===== config.mk =====
export PLATFORM = sky130hd
export DESIGN_NAME = uart_rx_os
export DESIGN_NICKNAME = d
export VERILOG_FILES = /design/src/rtl/uart_rx_os.sv
export SDC_FILE = /design/constraint.sdc
export NUM_CORES = 1
export LEC_CHECK = 0
export ABC_CLOCK_PERIOD_IN_PS = 2100
export BUFFER_PORTS_ARGS = -buffer_cell sky130_fd_sc_hd__buf_2
export CORE_ASPECT_RATIO = 0.6
export CORE_MARGIN = 8
export CORE_UTILIZATION = 40
export DETAILED_ROUTE_END_ITERATION = 12
export PLACE_DENSITY_LB_ADDON = 0.3
export SLEW_MARGIN = 20
export SYNTH_ARGS = -nofsm -noshare
export SYNTH_HDL_FRONTEND = slang
export SYNTH_SLANG_ARGS = --single-unit

===== constraint.sdc =====
create_clock -name clk -period 2.1 [get_ports clk]
set_input_delay 0.63 -clock clk [delete_from_list [all_inputs] [get_ports clk]]
set_output_delay 0.63 -clock clk [all_outputs]
set_load 0.02 [all_outputs]

===== src/rtl/uart_rx_os.sv =====
// Oversampling UART receive engine: 5..8 data bits, optional parity, 1/2 stop bits, break hold-off.
// Define UART_RX_MAJORITY_EN for 2-of-3 majority bit decisions; the default build uses a single sample.
module uart_rx_os #(
  parameter int OSR         = 16,
  parameter int SYNC_STAGES = 2
) (
  input  logic       clk,
  input  logic       rst,
  input  logic       baud_pulse,
  input  logic       sticky_parity,
  input  logic       eps,
  input  logic       pen,
  input  logic [1:0] wls,
  input  logic       stb,
  input  logic       rx,
  output logic       push,
  output logic [7:0] dout,
  output logic       pe,
  output logic       fe,
  output logic       bi,
  output logic       busy
);

  localparam int CW = $clog2(OSR);
  localparam logic [CW-1:0] CNT_LAST = CW'(OSR - 1);
  localparam logic [CW-1:0] CNT_DEC  = CW'(OSR / 2 + 1);

  typedef enum logic [2:0] {
    S_IDLE,
    S_START,
    S_DATA,
    S_PARITY,
    S_STOP,
    S_BRK_WAIT
  } state_t;

  state_t state_q, state_d;

  logic [SYNC_STAGES-1:0] sync_q;
  logic                   rx_s;
  logic                   bit_val;

  logic [CW-1:0] cnt_q;
  logic [2:0]    bit_idx_q;
  logic          stop_idx_q;
  logic [7:0]    data_q;
  logic          par_bit_q;
  logic          stop_zero_q;
  logic          stop_one_q;

  logic [1:0] wls_q;
  logic       pen_q;
  logic       eps_q;
  logic       sticky_q;
  logic       stb_q;

  logic decide;
  logic bit_end;
  logic last_data;
  logic last_stop;
  logic start_ok;
  logic frame_done;
  logic exp_par;
  logic fe_now;
  logic bi_now;

  // rx resets to idle-high so leaving reset never looks like a start edge
  always_ff @(posedge clk) begin
    if (rst) begin
      sync_q <= '1;
    end else begin
      sync_q <= {sync_q[SYNC_STAGES-2:0], rx};
    end
  end

  assign rx_s = sync_q[SYNC_STAGES-1];

`ifdef UART_RX_MAJORITY_EN
  localparam logic [CW-1:0] CNT_PRE = CW'(OSR / 2 - 1);
  localparam logic [CW-1:0] CNT_MID = CW'(OSR / 2);

  logic [1:0] win_q;

  always_ff @(posedge clk) begin
    if (rst) begin
      win_q <= 2'b11;
    end else if (baud_pulse) begin
      if (cnt_q == CNT_PRE) win_q[0] <= rx_s;
      if (cnt_q == CNT_MID) win_q[1] <= rx_s;
    end
  end

  assign bit_val = (win_q[0] & win_q[1]) | (win_q[0] & rx_s) | (win_q[1] & rx_s);
`else
  assign bit_val = rx_s;
`endif

  assign decide    = baud_pulse && (cnt_q == CNT_DEC);
  assign bit_end   = baud_pulse && (cnt_q == CNT_LAST);
  assign last_data = (bit_idx_q == ({1'b0, wls_q} + 3'd4));
  assign last_stop = (stop_idx_q == stb_q);

  // Status of the frame being closed, evaluated with the last stop bit's own decision
  assign exp_par = sticky_q ? ~eps_q : ((^data_q) ^ ~eps_q);
  assign fe_now  = stop_zero_q | ~bit_val;
  assign bi_now  = (data_q == 8'h00) && !par_bit_q && !stop_one_q && !bit_val;

  always_comb begin
    state_d    = state_q;
    start_ok   = 1'b0;
    frame_done = 1'b0;
    case (state_q)
      S_IDLE: begin
        if (baud_pulse && !rx_s) begin
          state_d  = S_START;
          start_ok = 1'b1;
        end
      end
      S_START: begin
        if (decide && bit_val) begin
          state_d = S_IDLE;
        end else if (bit_end) begin
          state_d = S_DATA;
        end
      end
      S_DATA: begin
        if (bit_end && last_data) begin
          state_d = pen_q ? S_PARITY : S_STOP;
        end
      end
      S_PARITY: begin
        if (bit_end) begin
          state_d = S_STOP;
        end
      end
      S_STOP: begin
        if (decide && last_stop) begin
          frame_done = 1'b1;
          state_d    = bi_now ? S_BRK_WAIT : S_IDLE;
        end
      end
      S_BRK_WAIT: begin
        if (baud_pulse && rx_s) begin
          state_d = S_IDLE;
        end
      end
      default: state_d = S_IDLE;
    endcase
  end

  always_ff @(posedge clk) begin
    if (rst) begin
      state_q <= S_IDLE;
    end else begin
      state_q <= state_d;
    end
  end

  // Frame datapath: LCR snapshot at the start edge, bit capture at decisions, status on push
  always_ff @(posedge clk) begin
    if (rst) begin
      cnt_q       <= '0;
      bit_idx_q   <= '0;
      stop_idx_q  <= 1'b0;
      data_q      <= '0;
      par_bit_q   <= 1'b0;
      stop_zero_q <= 1'b0;
      stop_one_q  <= 1'b0;
      wls_q       <= '0;
      pen_q       <= 1'b0;
      eps_q       <= 1'b0;
      sticky_q    <= 1'b0;
      stb_q       <= 1'b0;
      push        <= 1'b0;
      dout        <= '0;
      pe          <= 1'b0;
      fe          <= 1'b0;
      bi          <= 1'b0;
    end else begin
      push <= frame_done;
      if (start_ok) begin
        cnt_q       <= '0;
        bit_idx_q   <= '0;
        stop_idx_q  <= 1'b0;
        data_q      <= '0;
        par_bit_q   <= 1'b0;
        stop_zero_q <= 1'b0;
        stop_one_q  <= 1'b0;
        wls_q       <= wls;
        pen_q       <= pen;
        eps_q       <= eps;
        sticky_q    <= sticky_parity;
        stb_q       <= stb;
      end else if (baud_pulse && (state_q != S_IDLE) && (state_q != S_BRK_WAIT)) begin
        cnt_q <= (cnt_q == CNT_LAST) ? '0 : cnt_q + CW'(1);
        if (decide) begin
          case (state_q)
            S_DATA:   data_q[bit_idx_q] <= bit_val;
            S_PARITY: par_bit_q <= bit_val;
            S_STOP: begin
              if (bit_val) stop_one_q <= 1'b1;
              else         stop_zero_q <= 1'b1;
            end
            default: ;
          endcase
        end
        if (bit_end) begin
          if (state_q == S_DATA) bit_idx_q <= bit_idx_q + 3'd1;
          if (state_q == S_STOP) stop_idx_q <= 1'b1;
        end
      end
      if (frame_done) begin
        dout <= data_q;
        pe   <= pen_q & (par_bit_q ^ exp_par);
        fe   <= fe_now;
        bi   <= bi_now;
      end
    end
  end

  assign busy = (state_q != S_IDLE);

endmodule


==> results.yml, run 1 <==
status:
  status: "finished clean"
detailed_routing:
  drtPass1Iterations: 7
  wl_um: 4562
  ant_nets: 0
  drc: 0
  vias_per_cell: 5.140
  vias: 1614
  drtIter0Drc: 104
  wl_per_cell_um: 14.53
global_route:
  grt_pass1_wl_um: 7424
  track_usage_pct: 11.88
  grt_pass1_vias: 1419
  antenna_found_initial: 0
  grt_max_degree: 25
  grt-ovfl-total: 0
clocking:
  clk_latency_ns: 0.29
  cts_tree: "yes"
  cts_buffer_depth: 2
  cts.clk_slew.worst_paths_ns: 0.08
  clock_sinks: 42
  cts_root_buf: "clkbuf_8"
  htree_num_levels: 2
  cts_buffers: 5
  post_cts_buffers: 0
synthesis:
  synth_top_cell_by_area: "dfxtp_1"
  syn-cell-area_um2: 2120
  yosys_warnings: 0
  synth-seq-cells: 42
  syn_avg_cell_area_um2: 9.337
  synth_top_area_share_pct: 39.67
  synth_area_leaders: "dfxtp_1, mux2i_1, nor2_1"
  ys_seq_area_share_pct: 39.67
  synthCells: 227
  synth_nets: 244
  ys_types: 55
timing:
  hold_viol: 0
  holdWs_ns: 0.4162
  fmax_mhz: 518.7
  fin_crit_sh_pct: 91.80
  fin_crit_ns: 1.928
  rsz0062_at_grt: "false"
  skew_ns: 0.007511
  setup_violations: 0
  slew_viol_final: 0
  slew_headroom_pct: 67.06
  worst_pin_slew_ns: 0.4934
  tns_ns: 0
die:
  dieHeight_um: 72.39
  initial_core_util_pct: 41.72
  die_w_um: 110.0
  die_area_um2: 7961
  rows: 20
  io_pins: 23
  core_um2: 5080
setup_path:
  cp_slowest_cell: "dfxtp_1"
  crit_path_max_incr_delay_ns: 0.55
  rr_startpoint: "sync_q[1]$_SDFF_PP1_"
  ff2ff_path_depth: 4
  cp-start-kind: "flop"
  critPathTopFamily: "flip-flops"
  rrSetupSlack_ns: 0.42
  crit_fanout: 11
  cp.arrival_ns: 1.30
  reg2reg_to: "state_q[2]$_SDFFE_PP0P_"
  worstSetupEndpointType: "output pin"
  path_cells: "inv_1, nand2_1, buf_2"
  path_class: "reg2out"
  required_ns: 1.47
  path_buf_inv: 2
min_path:
  hp-class: "reg2reg"
  hp-start: "sync_q[0]$_SDFF_PP1_"
  min_path_cells: 1
  worstHoldEndpoint: "sync_q[1]$_SDFF_PP1_"
finish:
  fillCellCount: 512
  nets: 265
  post-route-util_pct: 46.35
  layout-drive-gt1-share_pct: 21.77
  mostFrequentLayoutCell: "dfxtp_1"
  mostFrequentLayoutCells: "dfxtp_1, nor2_1, mux2i_1"
  insertedDiodeCount: 0
  area_growth_pct: 11.10
power_and_ir_drop:
  p_per_area_nw_per_um2: 649.1
  leakage_nw: 0.9709
  vdd_drop_max_v: 0.0002823
placed_design:
  io_buffers: 22
  gp_congestion: 0.8250
  hpwl_um: 3495
job:
  maxCapViolCount: 0
[flip-flops by register name, summed over array words and instances (netlist names), 2 cells and up]
name	cells
bit_idx_q	3
state_q	3
wls_q	2
data_q	8
dout	8
cnt_q	4
sync_q	2
[power breakdown]
part           total [mW]  leakage [nW]  internal, mW  switching [mW]
clock network       0.489        0.0438         0.223           0.266
logic               0.184         0.588        0.0805           0.104
registers           0.855         0.339         0.815          0.0401
[cell families after synthesis]
kind of cell	share of synthesized area (%)
simple gates	23.20
flops	39.67
compound gates	10.39
buf+inv	6.789
mux	10.86
xor+xnor	4.959
fa+ha+maj	4.132
[per-stage QoR]
| step | worst slack (ns) | instance area (µm²) | power (mW) | cells |
|---|---|---|---|---|
| after floorplan | 0.4097 | 2120 | 1.004 | 227 |
| after global placement | 0.2911 | 2275 | 1.053 | 307 |
| after detailed placement | 0.2417 | 2275 | 1.056 | 307 |
| after CTS | 0.1035 | 2354 | 1.543 | 314 |
| after global routing | 0.09225 | 2355 | 1.599 | 314 |
| final | 0.1722 | 2355 | 1.528 | 314 |
[synthesized netlist by cell type, drive strengths merged]
cell type	count
nor3b	3
inv	13
or3	2
nor3	3
and4bb	1
clkbuf	6
a31oi	3
ha	7
a21oi	8
o21ai	7
and3	2
a31o	1
o22ai	1
a21boi	1
or2	2
or4	1
dfxtp	42
a22oi	1
a41oi	1
nand3b	3
and2	1
nor2	39
buf	8
nor2b	1
o2111ai	1
a211oi	2
nand2b	4
nand2	9
nand3	6
o21a	1
a2bb2oi	1
o221ai	1
xor2	5
and4b	1
mux2i	23
o211ai	3
nand4b	2
xnor2	7
nand4	3
or3b	1
[how the worst max path moves through the flow]
stage / end / startpoint / cells after the start
after floorplan: data_q[2]$_SDFFE_PP0P_ / baud_pulse / 6
final: busy / state_q[1]$_SDFFE_PP0P_ / 3
after detailed placement: dout[0]$_SDFFE_PP0P_ / baud_pulse / 7
after CTS: busy / state_q[0]$_SDFFE_PP0P_ / 3
after global routing: busy / state_q[1]$_SDFFE_PP0P_ / 3
after global placement: dout[5]$_SDFFE_PP0P_ / baud_pulse / 7
[per-layer routing]
layer	track usage, %	vias to the layer above	part of all wire, %
met3	3.890	4	10
li1	-	822	-
met1	18.68	725	53
met4	3.125	0	0.50
met5	0	-	0
met2	14.23	63	37
[what timing repair did]
action                                  in CTS  in global routing
endpoints found under the setup margin       0                  1
hold buffers                                 0                  0
resized for setup                            0                  1
[area by class of cell]
cell class                 count  area (µm²)  share of cell area (%)
clock buffer                   5       68.82                   2.922
multi-input combinational    158        1135                   48.19
timing repair buffer          28       167.7                   7.120
tap                           66       82.58                   3.507
inverter                      13       48.80                   2.072
clock inverter                 2       10.01                  0.4251
sequential                    42       842.1                   35.76
Note: power is estimated with default switching activity, not from simulation.
==> run 2: changes to the inputs <==
CORE_UTILIZATION = 30   (was 40)
==> results.yml, run 2 (synthesis gave the netlist of run 1 again) <==
status:
  status: "finished clean"
finish:
  area_growth_pct: 15.88
  insertedDiodeCount: 0
  layout-drive-gt1-share_pct: 20.56
  mostFrequentLayoutCell: "dfxtp_1"
  nets: 264
  post-route-util_pct: 36.32
  mostFrequentLayoutCells: "dfxtp_1, nor2_1, mux2i_1"
  largestRegisters: "data_q (8), dout (8), cnt_q (4)"
setup_path:
  crit_fanout: 15
  reg2reg_to: "pe$_SDFFE_PP0P_"
  ff2ff_path_depth: 7
  path_class: "reg2out"
  cp.arrival_ns: 1.31
  cp-start-kind: "flop"
  rr_startpoint: "data_q[6]$_SDFFE_PP0P_"
  crit_path_end: "busy"
  startpoint: "state_q[0]$_SDFFE_PP0P_"
  worstSetupEndpointType: "output pin"
  required_ns: 1.47
  rrSetupSlack_ns: 0.42
timing:
  slew_viol_final: 0
  fmax_mhz: 516.8
  fin_crit_sh_pct: 92.15
  skew_ns: 0.003872
  worst_pin_slew_ns: 0.4819
  tns_ns: 0
  setup_violations: 0
  fin_crit_ns: 1.935
  hold_viol: 0
  slew_headroom_pct: 67.83
  rsz0062_at_grt: "false"
clocking:
  cts_buffers: 5
  clock_sinks: 42
  cts_root_buf: "clkbuf_16"
  cts.clk_slew.worst_paths_ns: 0.06
  cts_hold_buf: 0
  clk_latency_ns: 0.28
  cts_buffer_depth: 2
  post_cts_buffers: 0
  cts_resized: 0
  htree_num_levels: 2
  cts_tree: "yes"
power_and_ir_drop:
  vdd_drop_max_v: 0.0002943
  leakage_nw: 0.9989
  p_per_area_nw_per_um2: 775.3
die:
  rows: 23
  io_pins: 23
  core_um2: 6763
  die_w_um: 124.5
  initial_core_util_pct: 31.34
  die_area_um2: 10100
  dieHeight_um: 81.11
global_route:
  grt_max_degree: 25
  grt-ovfl-total: 0
  antenna_found_initial: 0
  grt_pass1_vias: 1568
  track_usage_pct: 9.917
  grt_pass1_wl_um: 8059
detailed_routing:
  vias_per_cell: 4.749
  wl_um: 4635
  wl_per_cell_um: 13.84
  vias: 1591
  drtPass1Iterations: 4
  drc: 0
  drtIter0Drc: 69
  ant_nets: 0
placed_design:
  gp_congestion: 0.8197
  io_buffers: 22
  hpwl_um: 3504
min_path:
  hp-class: "reg2reg"
job:
  maxCapViolCount: 0
[run 2: cell types whose count changed in the layout (fill, tap and decap cells not counted), sizes merged]
cell | previous run | this run
clkbuf | 5 | 7
clkinv | 2 | 0
buf | 28 | 27
bufinv | 0 | 1
[run 2: area by class of cell]
class,count,area (µm²)
fill,700,4307
multi-input combinational,158,1135
sequential,42,840.8
timing repair buffer,27,160.2
clock buffer,7,132.6
tap,87,108.9
inverter,13,48.80
clock inverter,1,30.03
[run 2: worst min path at each step]
stage / start / endpoint / slack, ns / depth (start not counted)
after floorplan: sync_q[0]$_SDFF_PP1_ / sync_q[1]$_SDFF_PP1_ / 0.39 / 1
after global placement: sync_q[0]$_SDFF_PP1_ / sync_q[1]$_SDFF_PP1_ / 0.40 / 1
after detailed placement: sync_q[0]$_SDFF_PP1_ / sync_q[1]$_SDFF_PP1_ / 0.41 / 1
after CTS: sync_q[0]$_SDFF_PP1_ / sync_q[1]$_SDFF_PP1_ / 0.43 / 1
after global routing: sync_q[0]$_SDFF_PP1_ / sync_q[1]$_SDFF_PP1_ / 0.43 / 1
final: sync_q[0]$_SDFF_PP1_ / sync_q[1]$_SDFF_PP1_ / 0.41 / 1
[run 2: per-stage QoR]
stage / cell area, µm² / setup slack (ns) / total power [mW] / instances / hold slack (ns)
floorplan: 2120 / 0.4097 / 1.004 / 227 / 0.3895
global placement: 2293 / 0.2277 / 1.053 / 327 / 0.3967
detailed placement: 2293 / 0.1943 / 1.050 / 327 / 0.4126
CTS: 2456 / 0.1628 / 1.929 / 335 / 0.4268
global route: 2456 / 0.03098 / 1.984 / 335 / 0.4326
finish: 2456 / 0.1649 / 1.904 / 335 / 0.4137
[run 2: where the power goes]
part	total, mW	switching [mW]	leakage [nW]	internal (mW)
clock network	0.869	0.307	0.0781	0.562
logic	0.183	0.102	0.582	0.0805
registers	0.852	0.0376	0.339	0.815
total	1.90	0.447	0.999	1.46
[run 2: per-layer routing]
metal / GRT usage, % / routed length [µm] / vias up
li1: - / - / 815
met1: 14.88 / 2578 / 719
met2: 12.65 / 1604 / 48
met3: 2.794 / 385 / 9
met4: 3.823 / 67 / 0
met5: 0 / 0 / -
[run 2: critical path, stage by stage, from the launching register on]
cell,delay [ns]
dfxtp_1,0.62
nor2_1,0.15
nand2_1,0.09
buf_2,0.16
